--- src/rtl/fifo_uart_pkg.sv ---
// Shared types and width helpers for the FIFO-draining UART transmitter.
package fifo_uart_pkg;

  typedef enum logic [2:0] {
    StIdle,
    StFetch,
    StStart,
    StData,
    StParity,
    StStop
  } state_e;

  localparam int unsigned DEF_DATA_WIDTH = 8;
  localparam int unsigned DEF_CLK_DIV    = 16;

  // Counter width that stays at least one bit for tiny ranges.
  function automatic int unsigned cnt_w(input int unsigned n);
    return (n <= 2) ? 1 : $clog2(n);
  endfunction

  localparam int unsigned BAUD_CNT_W = cnt_w(DEF_CLK_DIV);
  localparam int unsigned BIT_CNT_W  = cnt_w(DEF_DATA_WIDTH);

endpackage

--- src/rtl/fifo_uart_tx_if.sv ---
// Read port of sync_fifo as seen by its consumer (master) and by the FIFO (slave).
interface fifo_uart_tx_if #(
  parameter int unsigned DATA_WIDTH = fifo_uart_pkg::DEF_DATA_WIDTH
);
  logic                  fifo_empty;
  logic [DATA_WIDTH-1:0] fifo_rd_data;
  logic                  fifo_rd_en;

  modport master (
    input  fifo_empty,
    input  fifo_rd_data,
    output fifo_rd_en
  );

  modport slave (
    output fifo_empty,
    output fifo_rd_data,
    input  fifo_rd_en
  );
endinterface

--- src/rtl/uart_baud_cnt.sv ---
// Clear/enable bit-period counter; bit_tick marks the last clk of each serial bit.
module uart_baud_cnt
  import fifo_uart_pkg::*;
#(
  parameter int unsigned CLK_DIV = DEF_CLK_DIV
) (
  input  logic clk,
  input  logic rst,
  input  logic clr,
  input  logic en,
  output logic bit_tick
);
  localparam int unsigned CntW = cnt_w(CLK_DIV);

  logic [CntW-1:0] cnt_q;

  assign bit_tick = en && !clr && (cnt_q == CntW'(CLK_DIV - 1));

  always_ff @(posedge clk or posedge rst) begin
    if (rst) begin
      cnt_q <= '0;
    end else if (clr) begin
      cnt_q <= '0;
    end else if (en) begin
      cnt_q <= bit_tick ? '0 : cnt_q + CntW'(1);
    end
  end
endmodule

--- src/rtl/fifo_uart_tx.sv ---
// Pops bytes from sync_fifo and sends each as a UART frame: start, data LSB first,
// optional even parity, one stop bit.
module fifo_uart_tx
  import fifo_uart_pkg::*;
#(
  parameter int unsigned DATA_WIDTH = DEF_DATA_WIDTH,
  parameter int unsigned CLK_DIV    = DEF_CLK_DIV,
  parameter int unsigned PARITY_EN  = 0
) (
  input  logic           clk,
  input  logic           rst,
  input  logic           en,
  fifo_uart_tx_if.master fifo,
  output logic           tx,
  output logic           busy,
  output logic           tx_done
);
  localparam int unsigned BitW = cnt_w(DATA_WIDTH);

  state_e                state_q, state_d;
  logic [DATA_WIDTH-1:0] shift_q, shift_d;
  logic                  parity_q, parity_d;
  logic [BitW-1:0]       bit_cnt_q, bit_cnt_d;
  logic                  tx_q, tx_d;
  logic                  pop;
  logic                  baud_clr;
  logic                  bit_tick;

  assign baud_clr = (state_q == StIdle) || (state_q == StFetch);

  uart_baud_cnt #(
    .CLK_DIV (CLK_DIV)
  ) u_baud_cnt (
    .clk      (clk),
    .rst      (rst),
    .clr      (baud_clr),
    .en       (!baud_clr),
    .bit_tick (bit_tick)
  );

  always_comb begin
    state_d   = state_q;
    shift_d   = shift_q;
    parity_d  = parity_q;
    bit_cnt_d = bit_cnt_q;
    pop       = 1'b0;
    unique case (state_q)
      StIdle: begin
        if (en && !fifo.fifo_empty) begin
          pop     = 1'b1;
          state_d = StFetch;
        end
      end
      StFetch: begin
        shift_d  = fifo.fifo_rd_data;
        parity_d = ^fifo.fifo_rd_data;
        state_d  = StStart;
      end
      StStart: begin
        if (bit_tick) begin
          bit_cnt_d = '0;
          state_d   = StData;
        end
      end
      StData: begin
        if (bit_tick) begin
          if (bit_cnt_q == BitW'(DATA_WIDTH - 1)) begin
            bit_cnt_d = '0;
            state_d   = (PARITY_EN != 0) ? StParity : StStop;
          end else begin
            bit_cnt_d = bit_cnt_q + BitW'(1);
            shift_d   = shift_q >> 1;
          end
        end
      end
      StParity: begin
        if (bit_tick) state_d = StStop;
      end
      StStop: begin
        if (bit_tick) state_d = StIdle;
      end
      default: state_d = StIdle;
    endcase

    // tx is registered, so it is derived from the state being entered.
    unique case (state_d)
      StStart:  tx_d = 1'b0;
      StData:   tx_d = shift_d[0];
      StParity: tx_d = parity_q;
      default:  tx_d = 1'b1;
    endcase
  end

  always_ff @(posedge clk or posedge rst) begin
    if (rst) begin
      state_q   <= StIdle;
      shift_q   <= '0;
      parity_q  <= 1'b0;
      bit_cnt_q <= '0;
      tx_q      <= 1'b1;
    end else begin
      state_q   <= state_d;
      shift_q   <= shift_d;
      parity_q  <= parity_d;
      bit_cnt_q <= bit_cnt_d;
      tx_q      <= tx_d;
    end
  end

  // The strobe is combinational from IDLE, so it must be masked while reset is held.
  assign fifo.fifo_rd_en = pop && !rst;
  assign tx              = tx_q;
  assign busy            = (state_q != StIdle) || fifo.fifo_rd_en;
  assign tx_done         = (state_q == StStop) && bit_tick;
endmodule
--- src/flat_wrapper.sv ---
// flat-port wrapper written by rule: the top's interface ports become plain ports
module fifo_uart_tx_flat import fifo_uart_pkg::*;
#(
  parameter int unsigned DATA_WIDTH = DEF_DATA_WIDTH,
  parameter int unsigned CLK_DIV    = DEF_CLK_DIV,
  parameter int unsigned PARITY_EN  = 0
)
  (clk, rst, en, tx, busy, tx_done, fifo_fifo_empty, fifo_fifo_rd_data, fifo_fifo_rd_en);
  fifo_uart_tx_if #(.DATA_WIDTH(DATA_WIDTH)) fifo_i ();
  input  logic clk;
  input  logic rst;
  input  logic en;
  output logic tx;
  output logic busy;
  output logic tx_done;
  input wire logic [$bits(fifo_i.fifo_empty)-1:0] fifo_fifo_empty;
  input wire logic [$bits(fifo_i.fifo_rd_data)-1:0] fifo_fifo_rd_data;
  output wire logic [$bits(fifo_i.fifo_rd_en)-1:0] fifo_fifo_rd_en;
  assign fifo_i.fifo_empty = fifo_fifo_empty;
  assign fifo_i.fifo_rd_data = fifo_fifo_rd_data;
  assign fifo_fifo_rd_en = fifo_i.fifo_rd_en;
  fifo_uart_tx #(.DATA_WIDTH(DATA_WIDTH), .CLK_DIV(CLK_DIV), .PARITY_EN(PARITY_EN)) u_core (.clk(clk), .rst(rst), .en(en), .fifo(fifo_i), .tx(tx), .busy(busy), .tx_done(tx_done));
endmodule
--- config.mk ---
export PLATFORM = sky130hd
export DESIGN_NAME = fifo_uart_tx_flat
export DESIGN_NICKNAME = d
export VERILOG_FILES = /design/src/rtl/fifo_uart_pkg.sv /design/src/rtl/fifo_uart_tx_if.sv /design/src/rtl/uart_baud_cnt.sv /design/src/rtl/fifo_uart_tx.sv /design/src/flat_wrapper.sv
export SDC_FILE = /design/constraint.sdc
export NUM_CORES = 1
export LEC_CHECK = 0
export CAP_MARGIN = 10
export CORE_MARGIN = 10
export CORE_UTILIZATION = 30
export DETAILED_ROUTE_END_ITERATION = 10
export PLACE_DENSITY_LB_ADDON = 0.2
export SETUP_SLACK_MARGIN = 0.3
export SLEW_MARGIN = 20
export SYNTH_ARGS = -nofsm -noshare
export SYNTH_HDL_FRONTEND = slang
export SYNTH_HIERARCHICAL = 1
export SYNTH_SLANG_ARGS = --single-unit
export TNS_END_PERCENT = 10
--- constraint.sdc ---
create_clock -name clk -period 2.1 [get_ports clk]
set_input_delay 0.315 -clock clk [delete_from_list [all_inputs] [get_ports clk]]
set_output_delay 0.315 -clock clk [all_outputs]
set_load 0.1 [all_outputs]
======== Word-level counts from Yosys, hierarchy flattened ========
Cells that the tools add are included.
storage, ports and cells
  register bits ........................... 20
  output and inout port bits .............. 4
  logic and storage cells ................. 57
operators by class
  add/sub/neg operators ................... 2
  eq/ne operators ......................... 13
  multiplexer cells ....................... 19
  reductions and logical operators ........ 16
operator list
  cell                 count
  $mux 3               9
  $pmux 3 s6           1
  $mux 8               2
  $pmux 8 s2           1
  $eq 3x2->1 const B   4
  $eq 3x3->1 const B   4
  $mux 4               2
  $reduce_xor 8->1     1
  $pmux 3 s2           1
  $reduce_and 3->1     2
  $add 4x1->4 const B  1
  $eq 4x4->1 const B   1
  $logic_and 1x1->1    4
  $ne 2x1->1 const B   2
  $reduce_bool 2->1    2
  $add 3x1->3 const B  1
  $eq 3x1->1 const B   1
  $logic_not 1->1      3
  $logic_not 3->1      1
  $pmux 1 s3           1
  $reduce_bool 3->1    1
  $logic_or 1x1->1     2
  $mux 1               2
  $ne 2x2->1 const B   1

======== Longest topological paths before layout ========
  depth after elaboration ................. 8
  mapped depth ............................ 9

======== Modules after synthesis ========
The synthesis kept the hierarchy.
by module, submodules not included
  module         times used  cells an instance  area each (µm²)  sequential area each (µm²)
  fifo_uart_tx   1           95                 882.1            401.6
  uart_baud_cnt  1           23                 212.7            100.1

======== Least setup slack after synthesis ========
OpenSTA, ideal clock, no wires.
  kind .................................... register to output
  from .................................... register u_core.state_q[1]
  to ...................................... output port fifo_fifo_rd_en
  arrival ................................. 3,040 ps
  required time ........................... 1,785 ps
  slack ................................... -1,255 ps
  stages on the path, launching flop included .. 5
  path buffers ............................ 1
  cells stage by stage .................... dfrtp_1 -> buf_4 -> nor2_1 -> inv_1 -> nor3_1
between the ends
  cells in the longest elaborated chain, start to end .. 3
RTL lines
  item                    RTL line             RTL
  start, declared         fifo_uart_tx.sv:20   state_e state_q, state_d;
  start signal, assigned  fifo_uart_tx.sv:96   state_q <= StIdle;
  start signal, assigned  fifo_uart_tx.sv:102  state_q <= state_d;
  $logic_not 3->1         fifo_uart_tx.sv:47   unique case (state_q)
  $mux 1                  fifo_uart_tx.sv:47
  $logic_and 1x1->1       fifo_uart_tx.sv:111  assign fifo.fifo_rd_en = pop && !rst;
  end, declared           flat_wrapper.sv:18   output wire logic [$bits(fifo_i.fifo_rd_en)-1:0] fifo_fifo_rd_en;
Every way passes these cells.

======== Worst setup path in the final report ========
  from .................................... register u_core.u_baud_cnt.cnt_q[0]
  to ...................................... output port tx_done
between the ends
  cells in the longest elaborated chain, start to end .. 3
RTL lines
  item                    RTL line             RTL
  start, declared         uart_baud_cnt.sv:15  logic [CntW-1:0] cnt_q;
  start signal, assigned  uart_baud_cnt.sv:25  cnt_q <= bit_tick ? '0 : cnt_q + CntW'(1);
  $eq 4x4->1              uart_baud_cnt.sv:17  assign bit_tick = en && !clr && (cnt_q == CntW'(CLK_DIV - 1));
  $logic_and 1x1->1       uart_baud_cnt.sv:17
  via u_core.bit_tick     fifo_uart_tx.sv:27   logic bit_tick;
  $logic_and 1x1->1       fifo_uart_tx.sv:114  assign tx_done = (state_q == StStop) && bit_tick;
  end, declared           flat_wrapper.sv:15   output logic tx_done;
The timed path passes the listed nets, and every way through them passes these cells.

==> flow_metrics.env <==
export IMPL_start_util_pct=31.8
export IMPL_ys_seq_area_share_pct=45.8
export IMPL_critPathMostFrequentCell="nand2_2"
export IMPL_min_path_type="primary input to async pin"
export IMPL_cts_hold_buf=0
export IMPL_cts_root_buf="clkbuf_8"
export IMPL_die_h_um=80.4
export IMPL_async_reset_ff_share_pct=100
export IMPL_worst_pin_slew_ps=435
export IMPL_cts_buffer_depth=2
export IMPL_top_level_ports=16
export IMPL_period_minus_slack_ps=1900
export IMPL_synth_fp_nets=133
export IMPL_cp_start_kind="register"
export IMPL_reg2reg_from="u_core/u_baud_cnt/cnt_q[0]"
export IMPL_drive_gt1_share_pct=25.2
export IMPL_path_clk_slew_ps=70
export IMPL_syn2layout_area_growth_pct=38.1
export IMPL_drv_cap=0
export IMPL_drv_slew=0
export IMPL_die_area_mm2=0.00647
export IMPL_path_max_fanout=5
export IMPL_worstRegToRegCells=7
export IMPL_slowest_delay_ps=360
export IMPL_track_usage_pct=8.80
export IMPL_critical_path_class="register to output pin"
export IMPL_slowest_stage="dfrtp_1"
export IMPL_first_global_vias=1007
export IMPL_num_nets_final=163
export IMPL_power_density_mw_per_mm2=498
export IMPL_globalRouteOverflowTotal=0
export IMPL_numCtsBuffers=3
export IMPL_grt_max_degree=17
export IMPL_reg2reg_to="u_core/tx"
export IMPL_hold_worst_slack_ps=357
export IMPL_critPathTopFamily="simple AND/OR/NAND/NOR gates"
export IMPL_startpoint="u_core/u_baud_cnt/cnt_q[0]"
export IMPL_r2r_slack_ps=220
export IMPL_fp_dieW_um=80.4
export IMPL_synthFlopType="dfrtp_1"
export IMPL_syn_area_mm2=0.00109
export IMPL_endpoint_kind="output pin"
export IMPL_yosysWarnings=6
export IMPL_crit_arrival_ps=1580
export IMPL_antenna_found_initial=0
export IMPL_min_period_over_period_pct=90.4
export IMPL_setup_viol=0
export IMPL_worst_ep_required_time_ps=1780
export IMPL_final_cell_mix="20 x nand2_1, 19 x dfrtp_1, 15 x buf_4"
export IMPL_clk_latency_ps=250
export IMPL_vias=904
export IMPL_diodes=0
export IMPL_hpwl_um=1920
export IMPL_core_area_mm2=0.00344
export IMPL_drtIter0Drc=73
export IMPL_port_buffers=15
export IMPL_cts_max_level=1
export IMPL_cts_sinks=20
export IMPL_synth_cells=118
export IMPL_wl_um=2600
export IMPL_globalplace_congestion=0.845
export IMPL_hold_viol=0
export IMPL_viasPerCell=4.68
export IMPL_fin_tns_setup_ps=0
export IMPL_fp_row_count=21
export IMPL_grt_pass1_wl_um=4600
export IMPL_rsz0062_at_grt="true"
export IMPL_peakVddDrop_v=0.000272
export IMPL_ys_ff_latch=20
export IMPL_max_freq_mhz=527
export IMPL_cts_tree="done"
export IMPL_ys_types=36
export IMPL_drc=0
export IMPL_crit_chain="ha_2 > nand2_2 > nor3_4 > nand2_2 > nor2b_4 > buf_12"
export IMPL_first_pass_iters=4
export IMPL_status="completed"
export IMPL_fin_skew_ps=1.11
export IMPL_final_common_cell="nand2_1"
export IMPL_path_buf_inv=1
export IMPL_p_leak_nw=0.633
export IMPL_synth_area_per_cell_um2=9.28
export IMPL_slew_headroom_pct=71.0
export IMPL_synth_edf_count=0
export IMPL_wire_per_inst_um=13.5
export IMPL_ant_nets=0
## how the worst max path moves through the flow
stage | slack [ps] | endpoint | cells after the start
after floorplan | 200 | fifo_fifo_rd_en | 4
after global placement | 210 | u_core/tx | 7
after detailed placement | 90 | u_core/tx | 7
after CTS | 200 | tx_done | 7
after global routing | 120 | tx_done | 6
final | 200 | tx_done | 6
## what timing repair did
action / in CTS / in global routing
endpoints found under the hold margin: 0 / 0
gates resized for setup: 2 / 1
setup buffers: 7 / 3
endpoints found under the setup margin: 12 / 14
pin swaps: 3 / 2
## metrics by stage
| step | utilization [%] | cell area [um^2] | std cells | worst slack [ps] | power (mW) |
|---|---|---|---|---|---|
| finish | 43.9 | 1510 | 193 | 202 | 0.753 |
| global route | 43.9 | 1510 | 193 | 123 | 0.791 |
| CTS | 43.2 | 1490 | 190 | 198 | 0.760 |
| detailed placement | 40.1 | 1380 | 179 | 93.3 | 0.505 |
| global placement | 40.1 | 1380 | 179 | 206 | 0.504 |
| floorplan | - | 1150 | 118 | 203 | 0.465 |
## area by class of cell
type                            instances  area [um^2]
Sequential cell                        20          502
Tap cell                               46         57.6
Fill cell                             338         1930
Multi-Input combinational cell         88          596
Clock buffer                            4         45.0
Timing Repair Buffer                   29          283
Inverter                                6         28.8
## metal layers
metal,up-vias,routed length (um),global-route usage [%]
li1,461,-,-
met1,428,1260,11.2
met2,13,1200,13.8
met3,2,130,2.78
met4,0,20,2.64
met5,-,0,0
## report_power, final
part	switching [mW]	total [mW]	internal, mW
Clock	0.122	0.257	0.135
Combinational	0.0402	0.0844	0.0443
Sequential	0.0112	0.412	0.400
Total	0.174	0.753	0.579
## synthesized netlist by cell type, types with 2 or more instances
master	count	area, um^2
ha_1	3	37.5
nand3_1	5	25.0
xnor2_1	7	61.3
inv_1	6	22.5
buf_4	2	15.0
nand2_1	22	82.6
nand3b_1	3	22.5
buf_2	2	10.0
nor2b_1	3	18.8
dfrtp_1	19	475
nor3_1	4	20.0
nand2_2	2	12.5
nand2b_1	2	12.5
a221o_1	2	20.0
a21oi_1	5	25.0
o21ai_0	5	25.0
nor2_1	7	26.3
## worst reg2reg max path: stages (launching register included)
cell	delay, ps
dfrtp_1	360
ha_2	190
nand2_2	70
nor3_4	260
and4b_1	280
a21oi_2	120
a221o_1	320
o32a_1	190
## registers in the layout, summed over array words and instances (netlist names)
register	cells
u_core/shift_q	8
u_core/u_baud_cnt/cnt_q	4
u_core/tx	1
u_core/bit_cnt_q	3
u_core/parity_q	1
u_core/state_q	3
## cell families after synthesis
family                     Yosys count  synth area share [%]
and+or+nand+nor                     55                  25.8
AOI/OAI and AO/OA                   20                  12.2
DFF                                 20                  45.8
buffers and inverters               10                  4.34
xor gates and xnor gates             8                  6.40
adders and majority gates            3                  3.43
muxes                                2                  1.94
(Power assumes the default switching activity.)
